<file path="config.mk">
export PLATFORM = sky130hd
export DESIGN_NAME = noc_input_buffer_bank
export DESIGN_NICKNAME = d
export VERILOG_FILES = /design/src/rtl/noc_input_buffer_bank.sv
export SDC_FILE = /design/constraint.sdc
export NUM_CORES = 1
export LEC_CHECK = 0
export CAP_MARGIN = 10
export CELL_PAD_IN_SITES_DETAIL_PLACEMENT = 1
export CELL_PAD_IN_SITES_GLOBAL_PLACEMENT = 2
export CORE_MARGIN = 10
export CORE_UTILIZATION = 51
export DETAILED_ROUTE_END_ITERATION = 8
export PLACE_DENSITY_LB_ADDON = 0.2
export SYNTH_ARGS = -nofsm -noshare
export SYNTH_HDL_FRONTEND = slang
export SYNTH_SLANG_ARGS = --single-unit
</file>
<file path="constraint.sdc">
create_clock -name clk -period 17.4 [get_ports clk]
set_input_delay 5.22 -clock clk [delete_from_list [all_inputs] [get_ports clk]]
set_output_delay 5.22 -clock clk [all_outputs]
set_load 0.01 [all_outputs]
</file>
<file path="src/rtl/noc_input_buffer_bank.sv">
// Bank of NUM_CH independent first-word-fall-through input FIFOs with occupancy, almost-full and sticky error flags.
// Latency: a written flit appears on rdata/rvalid one cycle after its write edge; status outputs decode registered count.
// Backpressure: wfull/wafull advertise occupancy upstream; a write to a full channel without a same-cycle pop is dropped and flagged.

// Single channel FIFO: pointer/counter storage with sticky error tracking.
module noc_ibb_fifo #(
   parameter int DEPTH    = 8,
   parameter int DATASIZE = 40,
   parameter int AFULL_TH = 6,
   parameter int CNTW     = $clog2(DEPTH) + 1
) (
   input  logic                clk,
   input  logic                rst,
   input  logic [DATASIZE-1:0] wdata,
   input  logic                winc,
   input  logic                rinc,
   input  logic                err_clr,
   output logic [DATASIZE-1:0] rdata,
   output logic                rvalid,
   output logic                wfull,
   output logic                wafull,
   output logic [CNTW-1:0]     count,
   output logic                ovf_err,
   output logic                udf_err
);
   localparam int PW = $clog2(DEPTH);

   logic [DATASIZE-1:0] mem [DEPTH];
   logic [PW-1:0]       wptr;
   logic [PW-1:0]       rptr;
   logic [CNTW-1:0]     cnt;
   logic                empty;
   logic                full;
   logic                ra;
   logic                wa;

   // Status is decoded from the registered count only, so it never depends on this cycle's requests.
   always_comb begin
      empty  = (cnt == '0);
      full   = (cnt == CNTW'(DEPTH));
      // A pop frees a slot in the same cycle, so a full FIFO may still accept a write alongside it.
      ra     = rinc & ~empty;
      wa     = winc & (~full | ra);
      rvalid = ~empty;
      wfull  = full;
      wafull = (cnt >= CNTW'(AFULL_TH));
      count  = cnt;
      rdata  = mem[rptr];
   end

   // Storage is not reset; writes are simply blocked during a reset cycle.
   always_ff @(posedge clk) begin
      if (!rst && wa) begin
         mem[wptr] <= wdata;
      end
   end

   // Pointers, occupancy and sticky errors; a new error wins over a same-cycle clear.
   always_ff @(posedge clk) begin
      if (rst) begin
         wptr    <= '0;
         rptr    <= '0;
         cnt     <= '0;
         ovf_err <= 1'b0;
         udf_err <= 1'b0;
      end else begin
         if (wa) wptr <= wptr + PW'(1);
         if (ra) rptr <= rptr + PW'(1);
         if (wa && !ra)      cnt <= cnt + CNTW'(1);
         else if (ra && !wa) cnt <= cnt - CNTW'(1);
         if (winc && full && !ra) ovf_err <= 1'b1;
         else if (err_clr)        ovf_err <= 1'b0;
         if (rinc && empty)       udf_err <= 1'b1;
         else if (err_clr)        udf_err <= 1'b0;
      end
   end
endmodule

// Replicates the channel FIFO across the packed per-channel port vectors.
module noc_input_buffer_bank #(
   parameter int NUM_CH   = 5,
   parameter int DEPTH    = 8,
   parameter int DATASIZE = 40,
   parameter int AFULL_TH = 6,
   parameter int CNTW     = $clog2(DEPTH) + 1
) (
   input  logic                         clk,
   input  logic                         rst,
   input  logic [NUM_CH*DATASIZE-1:0]   wdata,
   input  logic [NUM_CH-1:0]            winc,
   output logic [NUM_CH-1:0]            wfull,
   output logic [NUM_CH-1:0]            wafull,
   output logic [NUM_CH*DATASIZE-1:0]   rdata,
   output logic [NUM_CH-1:0]            rvalid,
   input  logic [NUM_CH-1:0]            rinc,
   output logic [NUM_CH*CNTW-1:0]       count,
   input  logic                         err_clr,
   output logic [NUM_CH-1:0]            ovf_err,
   output logic [NUM_CH-1:0]            udf_err
);
   for (genvar i = 0; i < NUM_CH; i++) begin : g_ch
      noc_ibb_fifo #(
         .DEPTH    (DEPTH),
         .DATASIZE (DATASIZE),
         .AFULL_TH (AFULL_TH),
         .CNTW     (CNTW)
      ) u_fifo (
         .clk     (clk),
         .rst     (rst),
         .wdata   (wdata[i*DATASIZE +: DATASIZE]),
         .winc    (winc[i]),
         .rinc    (rinc[i]),
         .err_clr (err_clr),
         .rdata   (rdata[i*DATASIZE +: DATASIZE]),
         .rvalid  (rvalid[i]),
         .wfull   (wfull[i]),
         .wafull  (wafull[i]),
         .count   (count[i*CNTW +: CNTW]),
         .ovf_err (ovf_err[i]),
         .udf_err (udf_err[i])
      );
   end
endmodule
</file>
==> impl_results.md, run 1 <==
* Outcome: complete, no violations
* Nets at around 3500
* Worst Skew at between 0.02 and 0.03 ns
* Pint at about 7.9 mW
* Layout Cells excl Fill at 5105
* Synth area leader: edfxtp_1
* DIE WIDTH at roughly 380 um
* CP Launch Type: register
* Max-cap violations at 0
* Gate power share at a little over a fifth
* Final Power at around 11 mW
* Routed WL per cell at around 29 um
* Clock share of power at 33.7%
* Pwr per Cell Area at between 100 and 150 mW/mm2
* Vias in the first global route at roughly 32000
* Peak supply drop at 0.000115 V
* Pleak at around 25 nW
* Setup Fix Bufs, Post-CTS at 0
* Cts bufs inserted at 170
* Max clock buf depth at 3
* Post-DP Area at just over 0.07 mm2
* Commonest non-fill, non-tap cell in the layout: edfxtp_1
* DPL Wire Length at between 80000 and 90000 um
* Area grow syn2layout at 18.1%
* Distinct cells, synth at 39
* Final Cycle Share at between 50% and 60%
* Pre-CTS setup slack at 9.14 ns
* CP arrival at approximately 3.8 ns
* Synth Register Bits at between 1500 and 2000
* Max-slew headroom at 27.6%
* Worst setup margin at 8.34 ns
* Crit Path Category: register to primary output
* Gr ovfl total at 0
* Via density at roughly 5.9
* Synth top area share at roughly three quarters
* Dominant cells by area after synthesis: edfxtp_1 73%, mux4_1 16%, mux2_2 3.5%
* Initial Util at 51.3%
* 1st-pass router iterations at 5
* Post-layout util at about 61%
* Achievable Freq at about 110 MHz
* Slew Viols, Final at 0
* Total GRT Usage at 20.6%
* DRC violations left at 0
* Syn Std Cell Area at 0.0655 mm2
* CTS tree: done
* DR iter-0 viols at 2400
* CP Capture Type: primary output
* Sinks on Clock Net at 1675
* Unrepaired setup endpoints after global routing: no
* Cells after Synth at about 2800
* Clk_lat worst skew at about 0.80 ns
* Crit Path Max Fanout at 48
* Gp weighted congestion at just over 0.7
* CTS H-Tree Depth at 4
* Post-synthesis sequential area ratio at about three quarters
* Initial antenna violation count at 17
* Layout cells sized above 1 at between 10% and 20%
* Cell area after layout at slightly below 0.08 mm2
* Minimum clock period at just over 9 ns
* Yosys Warn Count at 0
* Drt total wl at between 100000 and 150000 um
* Syn_nets at between 3000 and 4000
* Largest net degree at the start of global routing at 81
* Part of the power in registers at between 40 and 50%
* Worst hold margin at around 0.49 ns
* Die height at roughly 380 um
* Root buffer cell: clkbuf_16
* Fin Setup TNS at 0 ns
* Mean Syn Cell Area at 23.7 um2
* Final hold vios at 0
* Hold Crit Class: register to register
* Reg clk slew, reported paths at ~0.060 ns
* Rows at between 100 and 150
* Count of final setup violators at 0
* Worst Tran Pin Value at between 1 and 1.5 ns
* Inst Count DP at around 4800
* Die area at between 0.1 and 0.15 mm2
* Hold_buf cts at 0
* IO buf count at 457
* Final ANT Viol Nets at 0
* Post-CTS sizing at 0
* Switching Power at 2.65 mW
* CP Data Required Time at 12.18 ns
* Most frequent cells in the layout: 1600 x edfxtp_1, 456 x clkdlybuf4s50_1, 400 x mux4_1
* I/O pin count at 458
* Core outline area at 0.128 mm2
* Switching share of total power at 25.2%
* Via count at ~30000
* First-pass GRT wire length at 217000 um
-- power by group through the flow --
stage	combinational [mW]	sequential [mW]	clock, mW
after CTS	2.30	4.71	3.63
after global placement	2.23	4.78	0
after detailed placement	2.28	4.80	0
after floorplan	1.50	4.68	0
final	2.26	4.71	3.54
after global routing	2.41	4.72	3.80
-- metal layers --
layer  wire, um  vias to the layer above  global-route usage, %
met1      61900                    16060                   27.3
met3       9830                      198                   4.77
met4       2450                       20                   4.68
met5        129                        -                      0
met2      74800                      891                   34.8
li1           -                    13056                      -
-- state kept, by name, summed over array words and instances (netlist names), named ones only --
name and count:
g_ch.u_fifo.mem 1600, g_ch.u_fifo.rptr 15, g_ch.u_fifo.ovf_err 5, g_ch.u_fifo.udf_err 5, g_ch.u_fifo.wptr 15, g_ch.u_fifo.count 20
-- critical path: stages (launching register included) --
cell and delay [ns]:
dfxtp_4 0.70, buf_4 0.78, mux4_1 0.66, mux2_2 0.33
clkdlybuf4s50_1 0.51
-- cell families (layout without fill, tap and decap cells) --
| group | count (synthesis) | in the layout | share of synthesized area [%] |
|---|---|---|---|
| adders and majority gates | 30 | 30 | 0.631 |
| buffers and inverters | 178 | 851 | 1.69 |
| muxes | 610 | 610 | 19.7 |
| other | 0 | 6 | 0 |
| and+or+nand+nor | 186 | 186 | 1.41 |
| xor gates and xnor gates | 25 | 25 | 0.334 |
| AOI/OAI and AO/OA | 60 | 60 | 0.606 |
| DFF | 1675 | 1675 | 75.7 |
-- final timing paths --
path / to / cells past startpoint / startpoint / slack [ns]
max: rdata[99] / 4 / register / 8.34
max reg2reg: g_ch[4].u_fifo.count[3] / 10 / g_ch[4].u_fifo.count[3] / 14.24
min reg2reg: g_ch[4].u_fifo.udf_err / 2 / g_ch[4].u_fifo.udf_err / 0.49
min: g_ch[4].u_fifo.udf_err / 2 / g_ch[4].u_fifo.udf_err / 0.49
-- Yosys cell counts --
| cell type | n |
|---|---|
| buf_2 | 1 |
| nor4b_1 | 2 |
| fa_1 | 5 |
| a32oi_1 | 5 |
| o21ai_2 | 3 |
| mux4_1 | 400 |
| dfxtp_1 | 75 |
| or4b_4 | 5 |
| nand3b_1 | 5 |
| nor4_1 | 12 |
| o211ai_1 | 5 |
| buf_6 | 45 |
| clkinv_1 | 1 |
| a21o_1 | 5 |
| clkbuf_1 | 81 |
| clkbuf_2 | 5 |
| xnor2_1 | 5 |
| nor3_1 | 15 |
| edfxtp_1 | 1600 |
| nand3_1 | 15 |
| ha_1 | 25 |
| nand2b_1 | 8 |
| inv_1 | 19 |
| o21ai_4 | 2 |
| nor2b_1 | 5 |
| nand2b_2 | 3 |
| buf_4 | 25 |
| xor2_1 | 20 |
| a211oi_1 | 5 |
| nand2_1 | 28 |
| or4_1 | 5 |
| a21oi_1 | 29 |
| a31oi_1 | 5 |
| o21ai_1 | 1 |
| mux2i_1 | 5 |
| nor2_1 | 78 |
| inv_2 | 1 |
| nand2_2 | 5 |
| mux2_2 | 205 |
-- final cells by class --
type | count | area, um2
antenna | 6 | 15.0
sequential | 1675 | 49600
fill | 10318 | 50200
timing repair buffer | 525 | 5080
clock buffer | 219 | 4630
multi-input combinational | 911 | 15100
clock inverter | 86 | 823
inverter | 21 | 78.8
tap | 1662 | 2080
Power figures use the tool's default switching activity.
==> inputs of run 2 (changes only) <==
--- a/config.mk
+++ b/config.mk
@@ -9,7 +9,7 @@
 export CELL_PAD_IN_SITES_DETAIL_PLACEMENT = 1
 export CELL_PAD_IN_SITES_GLOBAL_PLACEMENT = 2
 export CORE_MARGIN = 10
-export CORE_UTILIZATION = 51
+export CORE_UTILIZATION = 47
 export DETAILED_ROUTE_END_ITERATION = 8
 export PLACE_DENSITY_LB_ADDON = 0.2
 export SYNTH_ARGS = -nofsm -noshare
==> constraint.sdc (replaced) <==
create_clock -name clk -period 8.6 [get_ports clk]
set_input_delay 2.58 -clock clk [delete_from_list [all_inputs] [get_ports clk]]
set_output_delay 2.58 -clock clk [all_outputs]
set_load 0.01 [all_outputs]
==> run 2 against run 1 <==
Against the previous run:
- worst setup slack lost 6.2 ns
- power grew 100%
- sequential share of layout area fell by 0.24 points
- largest cell class unchanged
- register-to-register slack worse by 8.9 ns
- non-clock buffer count decreased by 12
- critical path depth did not move
- count of clock-buffer cells in the layout increased by 21
- wire length is 1.3% higher
- via count down 0.30%
- clock skew increased by 0.012 ns
==> impl_results.md, run 2 (synthesized netlist as in run 1, its figures left out) <==
* Max-slew headroom at about a quarter
* CTS tree: done
* Reg clk slew, reported paths at 0.06 ns
* Pwr per Cell Area at 275 mW/mm2
* DRC violations left at 0
* Metal-1 WL at about 63000 um
* Layout cells sized above 1 at between 15 and 20%
* Core outline area at 0.138 mm2
* Root buffer cell: clkbuf_16
* Met2 wire len at roughly 76000 um
* Count of final setup violators at 0
* CP Capture Type: primary output
* Clk_lat worst skew at 0.79 ns
* CP arrival at roughly 3.9 ns
* Inst Count DP at approximately 5000
* Most frequent cells in the layout: 1600 x edfxtp_1, 456 x clkdlybuf4s50_1, 400 x mux4_1
* Outcome: complete, no violations
* CP Launch Type: register
* 1st-pass router iterations at 5
* Post-DP Area at around 0.07 mm2
* DPL Wire Length at 85700 um
* Cell family with most CP delay: buffers and inverters
* Max clock buf depth at 3
* IO buf count at between 400 and 500
* Die height at just under 400 um
* Cell area after layout at a little under 0.08 mm2
* Peak supply drop at around 0.00021 V
* Via count at 30133
* Slowest CP cell: dfxtp_4
* Worst Tran Pin Value at ~1.1 ns
* Hold Crit Class: register to register
* Gr ovfl total at 0
* Pre-CTS setup slack at between 2 and 3 ns
* Sinks on Clock Net at approximately 1700
* Final Cycle Share at between 70% and 80%
* Via density at about 5.7
* CTS H-Tree Depth at 4
* Largest register FFs at 1600
* Crit Path Max Fanout at 47
* Initial Util at between 40 and 50%
* Crit Path Category: register to primary output
* Minimum clock period at between 6 and 7 ns
* DR iter-0 viols at between 2000 and 2500
* Met3 wire length at 9130 um
* Fin Setup TNS at 0 ns
* Total GRT Usage at about a fifth
* Highest metal used: met5
* Final hold vios at 0
* Cts bufs inserted at 173
* CP cell instances: buf_4, mux4_1, mux2_2, clkdlybuf4s50_1
* Slew Viols, Final at 0
* Post-CTS sizing at 0
* Nets at between 3000 and 4000
* Achievable Freq at approximately 160 MHz
* Commonest non-fill, non-tap cell in the layout: edfxtp_1
* Unrepaired setup endpoints after global routing: no
* Final ANT Viol Nets at 0
* DIE WIDTH at between 300 and 400 um
* CP Data Required Time at 6.02 ns
* Buf/Inv on CP at 2
* Routed WL per cell at between 20 and 30 um
* Max-cap violations at 0
* Number of fill cells at ~12000
* Worst hold margin at between 0.4 and 0.5 ns
* Largest reg by FF count: g_ch.u_fifo.mem
* Slowest cell delay on critical path at 0.87 ns
* Setup Fix Bufs, Post-CTS at 0
* Hold_buf cts at 0
* Rows at ~140
* Die area at 0.155 mm2
* Initial antenna violation count at 31
* Worst Skew at 0.0392 ns
* I/O pin count at between 400 and 500
* Worst setup margin at 2.17 ns
* Gp weighted congestion at 0.707
* Largest net degree at the start of global routing at 81
* Area grow syn2layout at 18.6%
* Pleak at between 20 and 30 nW
* Layout Cells excl Fill at between 5000 and 6000
* Drt total wl at between 150000 and 200000 um
* Vias in the first global route at ~32000
* First-pass GRT wire length at ~220000 um
run 2: cell count changes in the layout (fill, tap and decap cells not counted), moves of 3 or more:
cell | previous run | this run
diode_2 | 6 | 18
buf_4 | 69 | 57
clkbuf_8 | 11 | 6
clkinv_2 | 24 | 30
inv_6 | 4 | 7
clkbuf_1 | 34 | 56
clkbuf_16 | 174 | 178
clkinvlp_4 | 5 | 2
clkinv_1 | 32 | 25
clkinv_4 | 4 | 1
run 2: area by class of cell:
class	count	area, um2	area share, %
Multi-Input combinational cell	911	15100	19.4
Clock inverter	81	812	1.05
Clock buffer	240	4750	6.11
Inverter	21	78.8	0.102
Tap cell	1863	2330	3.00
Antenna cell	18	45.0	0.0580
Timing Repair Buffer	513	4990	6.43
Sequential cell	1675	49600	63.8
run 2: power breakdown:
group	switching [mW]	internal (mW)	total [mW]	leakage (nW)
sequential	0.456	9.19	9.65	15.1
combinational	1.87	2.56	4.43	7.22
clock	3.03	4.26	7.29	2.72
run 2: through the flow:
| step | power [mW] | utilization (%) |
|---|---|---|
| global placement | 14.2 | 52.2 |
| CTS | 21.7 | 56.2 |
| global route | 22.3 | 56.3 |
| floorplan | 12.5 | - |
| finish | 21.4 | 56.3 |
| detailed placement | 14.3 | 52.2 |
run 2: worst paths after layout:
path	start	cells after the start	endpoint	slack, ns
setup reg to reg	g_ch[0].u_fifo.count[1]	10	g_ch[0].u_fifo.count[3]	5.39
setup / recovery	register	4	rdata[133]	2.17
hold / removal	g_ch[2].u_fifo.rptr[1]	2	register	0.47
hold reg to reg	g_ch[2].u_fifo.rptr[1]	2	register	0.47
run 2: tightest hold or removal path, stage by stage (launching register included):
cell	delay, ns
dfxtp_1	0.31
nand2_1	0.05
a21oi_1	0.07
run 2: per-layer routing:
layer	track usage (%)	vias up
met5	0	-
met4	5.65	30
met3	5.11	234
met2	32.3	710
met1	24.4	16121
li1	-	13038
